File: config.mk
export PLATFORM = sky130hd
export DESIGN_NAME = rsf_buf_rd_flat
export DESIGN_NICKNAME = d
export VERILOG_FILES = /design/src/rtl/rsf_buf_rd_if.sv /design/src/rtl/rsf_buf_rd.sv /design/src/flat_wrapper.sv
export SDC_FILE = /design/constraint.sdc
export NUM_CORES = 1
export LEC_CHECK = 0
export CAP_MARGIN = 40
export CORE_MARGIN = 4
export CORE_UTILIZATION = 40
export DETAILED_ROUTE_END_ITERATION = 10
export PLACE_DENSITY = 0.61
export SETUP_SLACK_MARGIN = 0.05
export SYNTH_ARGS = -nofsm -noshare
export SYNTH_HDL_FRONTEND = slang
export SYNTH_SLANG_ARGS = --single-unit
File: constraint.sdc
create_clock -name i_clk -period 8 [get_ports i_clk]
set_input_delay 2 -clock i_clk [delete_from_list [all_inputs] [get_ports i_clk]]
set_output_delay 2 -clock i_clk [all_outputs]
set_load 0.005 [all_outputs]
File: src/rtl/rsf_buf_rd_if.sv
// Port bundle of rsf_buf_rd: start/status, SRAM RSF port, and the output stream.
// RSF_BUF_RD_ABORT_EN adds the i_abort input.
interface rsf_buf_rd_if #(
  parameter int unsigned AW = 12,
  parameter int unsigned DW = 14
) ();
  logic          i_start;
  logic [AW-1:0] i_base_a;
  logic [AW-1:0] i_ofs;
  logic [AW-1:0] i_len;
  logic          o_busy;
  logic          o_done;
  logic          o_data_access;
  logic          o_mem_ck;
  logic          o_mem_csb;
  logic [AW-1:0] o_mem_a;
  logic          o_mem_web;
  logic [DW-1:0] o_mem_di;
  logic [DW-1:0] i_mem_do;
  logic [DW-1:0] o_rd_data;
  logic          o_rd_valid;
  logic          i_rd_ready;
  logic          o_rd_last;
`ifdef RSF_BUF_RD_ABORT_EN
  logic          i_abort;
`endif

  modport master (
`ifdef RSF_BUF_RD_ABORT_EN
    input  i_abort,
`endif
    input  i_start, i_base_a, i_ofs, i_len, i_mem_do, i_rd_ready,
    output o_busy, o_done, o_data_access, o_mem_ck, o_mem_csb, o_mem_a, o_mem_web, o_mem_di,
    output o_rd_data, o_rd_valid, o_rd_last
  );

  modport slave (
`ifdef RSF_BUF_RD_ABORT_EN
    output i_abort,
`endif
    output i_start, i_base_a, i_ofs, i_len, i_mem_do, i_rd_ready,
    input  o_busy, o_done, o_data_access, o_mem_ck, o_mem_csb, o_mem_a, o_mem_web, o_mem_di,
    input  o_rd_data, o_rd_valid, o_rd_last
  );
endinterface

File: src/rtl/rsf_buf_rd.sv
// Ring-buffer read master on the sram_ctrl RSF port, streaming words through a 4-entry FIFO.
// Optional abort input enabled by defining RSF_BUF_RD_ABORT_EN.
module rsf_buf_rd #(
  parameter int unsigned AW        = 12,
  parameter int unsigned DW        = 14,
  parameter int unsigned FRAME_LEN = 560
) (
  input logic          i_clk,
  input logic          i_rst,
  rsf_buf_rd_if.master bus
);
  localparam logic [AW-1:0] FrameLen = AW'(FRAME_LEN);
  localparam logic [AW-1:0] PtrMax   = AW'(FRAME_LEN - 1);

  typedef enum logic [2:0] {StIdle, StArm, StRead, StDrain, StDone} state_e;

  state_e        state_q, state_d;
  logic [AW-1:0] base_q, ptr_q, len_q, issued_q, popped_q;
  logic          inflight_q;
  logic [DW-1:0] fifo_q [4];
  logic [1:0]    wr_ptr_q, rd_ptr_q;
  logic [2:0]    count_q;
  logic          abort, issue, push, pop, rd_valid, head_last;

  always_comb begin
    abort = 1'b0;
`ifdef RSF_BUF_RD_ABORT_EN
    abort = bus.i_abort & (state_q inside {StArm, StRead, StDrain});
`endif
    rd_valid  = count_q != 3'd0;
    pop       = rd_valid & bus.i_rd_ready;
    head_last = rd_valid & (popped_q == len_q - 1'b1);
    // Reserve a slot for the read still in flight so a stalled consumer never overflows.
    issue     = (state_q == StRead) & (issued_q < len_q) &
                ((count_q + 3'(inflight_q)) < 3'd4) & ~abort;
    push      = inflight_q & ~abort;
  end

  always_comb begin
    state_d = state_q;
    unique case (state_q)
      StIdle:  if (bus.i_start) state_d = (bus.i_len == '0) ? StDone : StArm;
      StArm:   state_d = StRead;
      StRead:  if (issue && (issued_q == len_q - 1'b1)) state_d = StDrain;
      StDrain: if (pop && head_last) state_d = StDone;
      StDone:  state_d = StIdle;
      default: state_d = StIdle;
    endcase
    if (abort) state_d = StDone;
  end

  always_ff @(posedge i_clk or posedge i_rst) begin
    if (i_rst) begin
      state_q    <= StIdle;
      base_q     <= '0;
      ptr_q      <= '0;
      len_q      <= '0;
      issued_q   <= '0;
      popped_q   <= '0;
      inflight_q <= 1'b0;
      wr_ptr_q   <= '0;
      rd_ptr_q   <= '0;
      count_q    <= '0;
    end else begin
      state_q    <= state_d;
      inflight_q <= issue;
      if (state_q == StIdle && bus.i_start) begin
        base_q   <= bus.i_base_a;
        ptr_q    <= bus.i_ofs;
        len_q    <= (bus.i_len > FrameLen) ? FrameLen : bus.i_len;
        issued_q <= '0;
        popped_q <= '0;
      end else begin
        if (issue) begin
          ptr_q    <= (ptr_q == PtrMax) ? '0 : ptr_q + 1'b1;
          issued_q <= issued_q + 1'b1;
        end
        if (pop) popped_q <= popped_q + 1'b1;
      end
      if (abort) begin
        wr_ptr_q <= '0;
        rd_ptr_q <= '0;
        count_q  <= '0;
      end else begin
        if (push) wr_ptr_q <= wr_ptr_q + 1'b1;
        if (pop)  rd_ptr_q <= rd_ptr_q + 1'b1;
        count_q <= count_q + 3'(push) - 3'(pop);
      end
    end
  end

  // Storage needs no reset; occupancy is tracked by count_q alone.
  always_ff @(posedge i_clk) begin
    if (push) fifo_q[wr_ptr_q] <= bus.i_mem_do;
  end

  assign bus.o_mem_ck      = i_clk;
  assign bus.o_mem_csb     = ~issue;
  assign bus.o_mem_a       = base_q + ptr_q;
  assign bus.o_mem_web     = 1'b1;
  assign bus.o_mem_di      = '0;
  assign bus.o_rd_data     = fifo_q[rd_ptr_q];
  assign bus.o_rd_valid    = rd_valid;
  assign bus.o_rd_last     = head_last;
  assign bus.o_busy        = state_q != StIdle;
  assign bus.o_done        = state_q == StDone;
  assign bus.o_data_access = state_q inside {StArm, StRead, StDrain};
endmodule

File: src/flat_wrapper.sv
// flat-port wrapper written by rule: the top's interface ports become plain ports
module rsf_buf_rd_flat 
#(
  parameter int unsigned AW        = 12,
  parameter int unsigned DW        = 14,
  parameter int unsigned FRAME_LEN = 560
)
  (i_clk, i_rst, bus_i_start, bus_i_base_a, bus_i_ofs, bus_i_len, bus_i_mem_do, bus_i_rd_ready, bus_o_busy, bus_o_done, bus_o_data_access, bus_o_mem_ck, bus_o_mem_csb, bus_o_mem_a, bus_o_mem_web, bus_o_mem_di, bus_o_rd_data, bus_o_rd_valid, bus_o_rd_last);
  rsf_buf_rd_if #(.AW(AW), .DW(DW)) bus_i ();
  input logic i_clk;
  input logic i_rst;
  input wire logic [$bits(bus_i.i_start)-1:0] bus_i_start;
  input wire logic [$bits(bus_i.i_base_a)-1:0] bus_i_base_a;
  input wire logic [$bits(bus_i.i_ofs)-1:0] bus_i_ofs;
  input wire logic [$bits(bus_i.i_len)-1:0] bus_i_len;
  input wire logic [$bits(bus_i.i_mem_do)-1:0] bus_i_mem_do;
  input wire logic [$bits(bus_i.i_rd_ready)-1:0] bus_i_rd_ready;
  output wire logic [$bits(bus_i.o_busy)-1:0] bus_o_busy;
  output wire logic [$bits(bus_i.o_done)-1:0] bus_o_done;
  output wire logic [$bits(bus_i.o_data_access)-1:0] bus_o_data_access;
  output wire logic [$bits(bus_i.o_mem_ck)-1:0] bus_o_mem_ck;
  output wire logic [$bits(bus_i.o_mem_csb)-1:0] bus_o_mem_csb;
  output wire logic [$bits(bus_i.o_mem_a)-1:0] bus_o_mem_a;
  output wire logic [$bits(bus_i.o_mem_web)-1:0] bus_o_mem_web;
  output wire logic [$bits(bus_i.o_mem_di)-1:0] bus_o_mem_di;
  output wire logic [$bits(bus_i.o_rd_data)-1:0] bus_o_rd_data;
  output wire logic [$bits(bus_i.o_rd_valid)-1:0] bus_o_rd_valid;
  output wire logic [$bits(bus_i.o_rd_last)-1:0] bus_o_rd_last;
  assign bus_i.i_start = bus_i_start;
  assign bus_i.i_base_a = bus_i_base_a;
  assign bus_i.i_ofs = bus_i_ofs;
  assign bus_i.i_len = bus_i_len;
  assign bus_i.i_mem_do = bus_i_mem_do;
  assign bus_i.i_rd_ready = bus_i_rd_ready;
  assign bus_o_busy = bus_i.o_busy;
  assign bus_o_done = bus_i.o_done;
  assign bus_o_data_access = bus_i.o_data_access;
  assign bus_o_mem_ck = bus_i.o_mem_ck;
  assign bus_o_mem_csb = bus_i.o_mem_csb;
  assign bus_o_mem_a = bus_i.o_mem_a;
  assign bus_o_mem_web = bus_i.o_mem_web;
  assign bus_o_mem_di = bus_i.o_mem_di;
  assign bus_o_rd_data = bus_i.o_rd_data;
  assign bus_o_rd_valid = bus_i.o_rd_valid;
  assign bus_o_rd_last = bus_i.o_rd_last;
  rsf_buf_rd #(.AW(AW), .DW(DW), .FRAME_LEN(FRAME_LEN)) u_core (.i_clk(i_clk), .i_rst(i_rst), .bus(bus_i));
endmodule
After elaboration in Yosys (flattened, before gate mapping)

Memory sizes are Yosys's and may differ from the RTL's.
Cells that the tools add are included.

Flip-flop bits (word level): 71
RAM bits: 56
Output and inout port bits: 48
Word-level logic and storage cells: 64
Memories: 1

Memories:

| name          | depth | width | read ports | clocked after Yosys merged registers in | wr ports | line             | source |
|---|---|---|---|---|---|---|---|
| u_core.fifo_q | 4     | 14    | 1          | 0                                       | 1        | rsf_buf_rd.sv:20 | `logic [DW-1:0] fifo_q [4];` |

$add $sub $neg: 9
$lt $le $gt $ge: 3
Equality and inequality tests: 10
Multiplexer cells: 15
Bitwise operators: 5
Reduce and logical (&&, ||, !) cells: 11

Operators with widths:

| operator                                                                          | count |
|---|---|
| 12-bit 2-to-1 mux                                                                 | 8 |
| 12-bit by 1-bit adder with 12-bit output, second input constant                   | 3 |
| 12-bit == test                                                                    | 2 |
| 12-bit adder                                                                      | 1 |
| 12-bit by 10-bit == test with 1-bit output, second input constant                 | 1 |
| 12-bit by 10-bit greater-than comparator with 1-bit output, second input constant | 1 |
| 12-bit logical NOT                                                                | 1 |
| 12-bit < comparator                                                               | 1 |
| 3-bit 2-to-1 mux                                                                  | 4 |
| 3-bit one-hot mux with 4 select lines                                             | 1 |
| 12-bit by 1-bit subtractor with 12-bit output, second input constant              | 1 |
| 3-bit nonzero test                                                                | 3 |
| 3-bit by 2-bit == test with 1-bit output, second input constant                   | 2 |
| 2-bit by 1-bit adder with 2-bit output, second input constant                     | 2 |
| 1-bit bitwise AND                                                                 | 4 |
| 2-bit by 1-bit != test with 1-bit output, second input constant                   | 2 |
| 2-bit nonzero test                                                                | 2 |
| 3-bit by 1-bit adder with 3-bit output                                            | 1 |
| 3-bit by 1-bit == test with 1-bit output, second input constant                   | 1 |
| 3-bit == test, second input constant                                              | 1 |
| 1-bit logical AND                                                                 | 3 |
| 3-bit logical NOT                                                                 | 1 |
| 3-bit < comparator, second input constant                                         | 1 |
| 3-bit AND reduction                                                               | 1 |
| 4 further kinds                                                                   | 5 |

Longest topological paths before layout

Depth in word-level cells: 6
Mapped depth: 12
Mapped depth without buffers: 10

==> results.tsv <==
metric	value	unit
status	complete, no violations	
syn_area	7030	µm²
setup_viol	0	
cts.repair.resized	0	
cts.hold.buffers_added	0	
hold_viol_final	0	
path_cells	clkbuf_16, clkbuf_16, clkdlybuf4s50_1	
final-max-slew-violation-count	0	
cts_tree	done	
synthToLayoutAreaGrowth	24.5	%
stdcell_area	8750	µm²
path_buf_inv	3	
core	17200	µm²
relSlewSlack	50.2	%
viasPerCell	5.25	
synthTopCellsByArea	dfrtp_1, edfxtp_1, ha_1	
synth_common_cells	nand2_1, dfrtp_1, edfxtp_1	
critPathMaxStageDelay	0.43	ns
drt_pass1_iterations	6	
setup_tns	0	ns
min_path_type	reg2reg	
p_leak	3.55	nW
rows	48	
grt_overflow_total	0	
ys_ff_latch	127	
gr-usage-all-layers	17.1	%
dieArea	19800	µm²
wl_per_cell	16.7	µm
detail-route-antenna-nets	0	
dr_total_vias	5071	
num_antenna_cells	0	
antenna_found_initial	0	
yosysMostFrequentCell	nand2_1	
dp_hpwl	11800	µm
vdd_ir_drop_max	0.186	mV
yosysTopAreaCell	dfrtp_1	
place_area	8080	µm²
required	6.00	ns
path_delay_family	buffers and inverters	
place.port_buffers	86	
yosysUniqueCellTypes	69	
fin_util	50.8	%
cp_max_fo	2	
worst_pin_slew	0.745	ns
synth_cells	640	
clk-insertion-delay-late	0.54	ns
worstSetupEndpointType	primary output	
crit_type	clk2out	
die_x	141	µm
cp-start-kind	clock port	
skew	0.0160	ns
synth_top_area_share	25.3	%
rsz0062_at_grt	false	
fp.dieH	141	µm
power_density	277	nW/µm²
synth-seq-area-share	49.2	%
drt_iter0_drc	352	
grt_max_degree	52	
io_pins	102	
crit_path_frequent_cell	clkbuf_16	
grt_pass1_wl	26400	µm
drive_gt1_share	9.72	%
cp_slowest_cell	clkdlybuf4s50_1	
synth-main-ff-cell	dfrtp_1	
grt_pass1_vias	5113	
yosys_warnings	0	
async_reset_ff_share	55.9	%
synth.avg_cell_area	11.0	µm²
synth_edf_count	56	
globalplace.congestion	0.878	
maxCapViolCount	0	
drcViolationCount	0	
cts_setup_buffers	0	
routed_wirelength	16100	µm
fin_nets	818	
timing.hold.ws	0.481	ns
crit_arrival	4.68	ns
path_clk_slew	0.06	ns
initial_core_util	40.8	%
[where the power goes]
| group | switching [W] | internal [W] |
|---|---|---|
| registers | 0.000133 | 0.000768 |
| clock network | 0.000336 | 0.000517 |
| logic | 0.000285 | 0.000386 |
| total | 0.000754 | 0.00167 |
[area by class of cell]
cell class                      instances  area, µm²
Clock inverter                         15        171
Tap cell                              225        282
Inverter                               31        116
Clock buffer                           21        510
Multi-Input combinational cell        456       3280
Sequential cell                       127       3460
Fill cell                            1517       8480
Timing Repair Buffer                   91        936
[sequential cells by signal, indices dropped and copies added (netlist names)]
| register | count |
|---|---|
| u_core.fifo_q | 56 |
| u_core.base_q | 12 |
| u_core.issued_q | 12 |
| u_core.len_q | 12 |
| u_core.popped_q | 12 |
| u_core.ptr_q | 12 |
| u_core.count_q | 3 |
| u_core.state_q | 3 |
| u_core.rd_ptr_q | 2 |
| u_core.wr_ptr_q | 2 |
| u_core.inflight_q | 1 |
[tightest hold or removal path: stages (launching register included)]
cell     delay, ns
dfrtp_1       0.35
nand2_1       0.05
nand2_1       0.05
[layer usage]
layer  track usage, %  part of all wire [%]
met5                0                     0
met4             6.88                   1.6
met3             5.29                   5.7
met2             26.4                    47
met1             22.4                    45
[final timing paths]
kind	start	endpoint	slack, ns	cells past startpoint
setup / recovery	i_clk	bus_o_mem_ck	1.32	3
hold / removal	u_core.base_q[4]	u_core.base_q[4]	0.48	2
setup reg to reg	u_core.len_q[6]	u_core.ptr_q[11]	4.57	10
hold reg to reg	u_core.base_q[4]	u_core.base_q[4]	0.48	2
max in group asynchronous	i_rst	u_core.popped_q[3]	5.62	4
min in group asynchronous	i_rst	u_core.ptr_q[11]	1.82	3
[through the flow]
step                      setup slack, ns  total power [W]  instances
after global placement               1.59          0.00156        928
after detailed placement             1.59          0.00160        931
after CTS                            1.31          0.00246        966
final                                1.32          0.00243        966
after floorplan                      1.89          0.00130        653
after global routing                 1.31          0.00258        966
[kinds of logic (layout without fill, tap and decap cells)]
logic type | count (synthesis) | in the layout | share of synthesized area [%]
AND/OR/NAND/NOR | 237 | 237 | 17.3
XOR/XNOR | 58 | 58 | 7.62
AO/OA/AOI/OAI | 91 | 91 | 9.11
flip-flops | 127 | 127 | 49.2
multiplexers | 19 | 19 | 5.22
adder cells (fa/ha/maj) | 36 | 36 | 6.51
other | 2 | 15 | 0.107
buffers and inverters | 70 | 158 | 4.91
[placed cells by master, fill, tap and decap left out, types with 20 or more instances in the layout]
master,synthesis,final
clkdlybuf4s50_1,0,86
nand2_1,82,82
dfrtp_1,71,71
edfxtp_1,56,56
nor2_1,45,45
ha_1,35,35
xnor2_1,31,31
inv_1,29,28
xor2_1,25,25
clkbuf_16,0,20
Power figures use the tool's default switching activity.
